--- config.mk ---
export PLATFORM = sky130hd
export DESIGN_NAME = game_ctrl
export DESIGN_NICKNAME = d
export VERILOG_FILES = /design/src/rtl/game_ctrl.sv
export SDC_FILE = /design/constraint.sdc
export NUM_CORES = 1
export LEC_CHECK = 0
export ABC_AREA = 0
export BUFFER_PORTS_ARGS = -buffer_cell sky130_fd_sc_hd__buf_2
export CORE_ASPECT_RATIO = 0.75
export CORE_MARGIN = 2
export CORE_UTILIZATION = 25
export DETAILED_ROUTE_END_ITERATION = 10
export PLACE_DENSITY = 0.53
export SYNTH_ARGS = -nofsm -noshare
export SYNTH_HDL_FRONTEND = slang
export SYNTH_SLANG_ARGS = --single-unit
--- constraint.sdc ---
create_clock -name clk -period 2.4 [get_ports clk]
set_input_delay 0.36 -clock clk [delete_from_list [all_inputs] [get_ports clk]]
set_output_delay 0.36 -clock clk [all_outputs]
set_load 0.01 [all_outputs]
--- src/rtl/game_ctrl.sv ---
// Guess-the-number round controller: arms the timer, judges guesses, ends rounds in WIN or LOSE.
// Optional build macro GAME_SCORE_EN adds the score register; without it score is tied to 0.
module game_ctrl #(
    parameter int LIMIT_D1  = 32,
    parameter int LIMIT_D2  = 64,
    parameter int LIMIT_D3  = 96,
    parameter int MAX_TRIES = 7
) (
    input  logic       clk,
    input  logic       reset,
    input  logic       start,
    input  logic [1:0] Max_digit,
    input  logic [6:0] secret,
    input  logic [6:0] guess,
    input  logic       guess_valid,
    input  logic [6:0] counter,
    output logic       timer_restart,
    output logic       too_high,
    output logic       too_low,
    output logic       bad_guess,
    output logic       win,
    output logic       lose,
    output logic [3:0] attempts,
    output logic       busy,
    output logic [7:0] score
);

    typedef enum logic [2:0] {
        S_IDLE, S_ARM, S_PLAY, S_JUDGE, S_WIN, S_LOSE
    } state_t;

    state_t     state, state_nxt;
    logic       arm_cnt;
    logic [6:0] limit_q, range_q, secret_q, guess_q;
    logic [6:0] limit_sel, range_sel;
    logic       start_ok, timeout, in_range, hit, last_try;

    always_comb begin
        limit_sel = 7'(LIMIT_D1);
        range_sel = 7'd9;
        case (Max_digit)
            2'd2: begin limit_sel = 7'(LIMIT_D2); range_sel = 7'd99;  end
            2'd3: begin limit_sel = 7'(LIMIT_D3); range_sel = 7'd127; end
            default: ;
        endcase
    end

    assign start_ok = start && (state == S_IDLE || state == S_WIN || state == S_LOSE);
    assign timeout  = counter >= limit_q;
    assign in_range = guess <= range_q;
    assign hit      = guess_q == secret_q;
    assign last_try = attempts == 4'(MAX_TRIES);

    always_ff @(posedge clk or posedge reset) begin
        if (reset) state <= S_IDLE;
        else       state <= state_nxt;
    end

    always_comb begin
        state_nxt = state;
        case (state)
            S_IDLE, S_WIN, S_LOSE: if (start) state_nxt = S_ARM;
            S_ARM:   if (arm_cnt) state_nxt = S_PLAY;
            S_PLAY: begin
                if (timeout)                      state_nxt = S_LOSE;
                else if (guess_valid && in_range) state_nxt = S_JUDGE;
            end
            S_JUDGE: begin
                if (hit)           state_nxt = S_WIN;
                else if (last_try) state_nxt = S_LOSE;
                else               state_nxt = S_PLAY;
            end
            default: state_nxt = S_IDLE;
        endcase
    end

    // The timer keeps running through the single JUDGE cycle.
    assign timer_restart = (state == S_PLAY) || (state == S_JUDGE);
    assign busy          = (state == S_ARM) || timer_restart;

    always_ff @(posedge clk or posedge reset) begin
        if (reset) begin
            arm_cnt   <= 1'b0;
            limit_q   <= '0;
            range_q   <= '0;
            secret_q  <= '0;
            guess_q   <= '0;
            too_high  <= 1'b0;
            too_low   <= 1'b0;
            bad_guess <= 1'b0;
            win       <= 1'b0;
            lose      <= 1'b0;
            attempts  <= '0;
        end else begin
            arm_cnt <= (state == S_ARM) && !arm_cnt;
            if (start_ok) begin
                limit_q   <= limit_sel;
                range_q   <= range_sel;
                secret_q  <= secret;
                too_high  <= 1'b0;
                too_low   <= 1'b0;
                bad_guess <= 1'b0;
                win       <= 1'b0;
                lose      <= 1'b0;
                attempts  <= '0;
            end else if (state == S_PLAY) begin
                if (timeout) begin
                    lose <= 1'b1;
                end else if (guess_valid) begin
                    if (in_range) begin
                        guess_q  <= guess;
                        attempts <= attempts + 4'd1;
                    end else begin
                        bad_guess <= 1'b1;
                        too_high  <= 1'b0;
                        too_low   <= 1'b0;
                    end
                end
            end else if (state == S_JUDGE) begin
                bad_guess <= 1'b0;
                too_high  <= guess_q > secret_q;
                too_low   <= guess_q < secret_q;
                if (hit)           win  <= 1'b1;
                else if (last_try) lose <= 1'b1;
            end
        end
    end

`ifdef GAME_SCORE_EN
    logic [6:0] time_left;
    logic [3:0] tries_left;
    logic [8:0] score_sum;

    // Time left is clamped at zero in case the timer has run past the limit during JUDGE.
    assign time_left  = timeout ? 7'd0 : limit_q - counter;
    assign tries_left = 4'(MAX_TRIES) - attempts;
    assign score_sum  = {2'b00, time_left} + {3'b000, tries_left, 2'b00};

    always_ff @(posedge clk or posedge reset) begin
        if (reset)
            score <= '0;
        else if (start_ok)
            score <= '0;
        else if (state == S_JUDGE && hit)
            score <= score_sum[8] ? 8'hFF : score_sum[7:0];
    end
`else
    assign score = '0;
`endif

endmodule

==> flow_summary.ini <==
[status]
status = finished clean

[worst_setup_path]
crit_type = flop to flop
path_max_fanout = 7
worst_ep_required_time_ns = 2.61
cp.arrival_ns = 2.42
startpoint_type = flop
end_kind = flop

[layout]
layout_commonest_cell = buf_2
final_core_util_pct = 31.4
multi_input_area_um2 = 955
diodes = 0
final_cell_mix = 37 x buf_2, 31 x dfrtp_1, 23 x o21ai_0
register_area_um2 = 776
layout-drive-gt1-share_pct = 27.8
syn_to_final_growth_pct = 23.6
fin_nets = 280
fill_cells = 793

[routing]
dr.pass1.iters = 7
detail-route-antenna-nets = 0
vias = 1491
drtIter0Drc = 93
route.detailed.drc = 0
wl_per_cell_um = 12.9
viasPerCell = 4.41
drt_wl_total_um = 4350

[grt]
grtUsageTotal_pct = 12.0
grt_max_degree = 32
grt_pass1_wl_um = 7330
antenna_found_initial = 0
overflow = 0
grt_pass1_vias = 1488

[clock_tree]
cts_root_buffer = clkbuf_8
postCtsHoldBufs = 0
cts_tree = yes
cts.htree.levels = 2
path_clk_slew_ns = 0.08
cts_buffers = 5
cts.sinks = 31
clk_latency_ns = 0.29
cts_buffer_depth = 2

[flow_run]
cap_violations = 0

[sta]
fin_setup_tns_ns = 0
maxSlewViolCount = 0
fin_crit_ns = 2.22
rsz0062_at_grt = false
setup_viol = 0
fmax_mhz = 451
timing.final.crit_share_pct = 92.4
final_hold_viol_count = 0
fin_skew_ns = 0.0117

[synthesis]
ys_types = 37
syn_area_um2 = 1840
synth_area_per_cell_um2 = 9.67
yosys_warnings = 0
seq_area_frac_synth_pct = 42.2
yosys_register_bits = 31
syn_inst = 190
synth_top_area_share_pct = 42.2
netlist_top_cells_area = dfrtp_1 42%, ha_1 12%, o21ai_0 6.3%
netlist.top_cell.by_area = dfrtp_1

[floorplan]
start_util_pct = 25.4
rows = 27
die_area_um2 = 8060
die_w_um = 103
core_um2 = 7230
die_h_um = 78.3
ioPinCount = 46

[hold_path]
hp-class = input port to async pin

[placed_design]
portBuffers = 37
gp_congestion = 0.813
dp_hpwl_um = 3280

[power_and_ir_drop]
power_leakage_nw = 1.10
p_per_area_nw_per_um2 = 1130
irDropWorstVdd_v = 0.000320
## through the flow
step	cells	worst slack, ns	instance area, µm²	power [mW]	hold slack [ns]
detailed placement	329	0.0892	2140	2.00	0.452
global route	338	0.00212	2270	2.81	0.194
floorplan	197	0.294	1860	1.66	0.425
CTS	337	0.0849	2260	2.56	0.161
finish	338	0.183	2270	2.57	0.140
global placement	329	0.179	2140	1.99	0.460
## what timing repair did
action / 4_1_cts / 5_1_grt
gates resized for setup: 0 / 1
buffers inserted: 0 / 1
setup endpoints to repair: 0 / 4
## per-layer routing
metal | GRT usage, % | part of all wire [%] | vias to the layer above
met1 | 17.9 | 53 | 701
met3 | 3.56 | 5.9 | 5
met2 | 16.6 | 41 | 38
li1 | - | - | 747
met5 | 0 | 0 | -
met4 | 3.16 | 0.87 | 0
## worst max-delay path, cell delays in order (launching register included)
cell	delay [ns]
dfrtp_1	0.37
inv_1	0.13
ha_1	0.29
and4bb_4	0.22
a221oi_4	0.36
nand3_4	0.15
or4_1	0.48
a21oi_1	0.15
## power breakdown
part,internal (mW),switching [mW],leakage [nW],total (mW)
clock network,0.336,0.213,0.0612,0.549
registers,0.715,0.119,0.396,0.834
logic,0.525,0.659,0.648,1.18
## registers in the layout (all words and copies together) (netlist names)
register and count:
too_low 1, guess_q 7, state 3, arm_cnt 1, secret_q 7, attempts 4
lose 1, bad_guess 1, range_q 4, win 1, too_high 1
## kinds of logic after synthesis
logic type	share of synthesized area [%]
DFF	42.2
muxes	7.08
AOI/OAI and AO/OA	15.7
other	0.204
buffers and inverters	7.56
and+or+nand+nor	15.7
adders and majority gates	11.6
## synth_stat cells
| cell | instances |
|---|---|
| dfrtp_1 | 31 |
| o21ai_0 | 23 |
| inv_1 | 18 |
| ha_1 | 17 |
| nand2_1 | 16 |
| a21oi_1 | 11 |
| buf_4 | 8 |
| mux2_2 | 8 |
| nand3_1 | 7 |
| nor2_1 | 7 |
| mux2i_1 | 4 |
| nand2b_1 | 4 |
| clkbuf_1 | 3 |
| nand3b_1 | 3 |
| nand4_1 | 3 |
| nor3_1 | 3 |
| nor2b_1 | 2 |
| o21a_1 | 2 |
| o22ai_1 | 2 |
| a21o_1 | 1 |
| a221oi_4 | 1 |
| a22oi_1 | 1 |
| a31oi_1 | 1 |
| a32oi_1 | 1 |
| and3_2 | 1 |
| and4bb_4 | 1 |
| conb_1 | 1 |
| nand2_2 | 1 |
| nand3_4 | 1 |
| nor4_1 | 1 |
| o211a_1 | 1 |
| o211ai_1 | 1 |
| o22a_1 | 1 |
| o31ai_1 | 1 |
| or2_2 | 1 |
| or3_1 | 1 |
| or4_1 | 1 |
## final timing paths
kind	startpoint	end	slack (ns)	cells past startpoint
setup / recovery	range_q[5]	attempts[3]	0.18	7
hold / removal	reset	secret_q[2]	0.14	3
setup reg to reg	range_q[5]	attempts[3]	0.18	7
hold reg to reg	arm_cnt	arm_cnt	0.46	1
max in group asynchronous	reset	range_q[0]	1.96	3
min in group clk	secret[6]	secret_q[6]	0.29	3
## area by class of cell
type,count,share of cell area (%)
multi-input combinational,137,42.0
sequential,31,34.1
timing repair buffer,43,10.1
clock inverter,2,1.54
clock buffer,6,3.63
tap,101,5.56
inverter,18,2.97
Note: power is estimated with default switching activity, not from simulation.
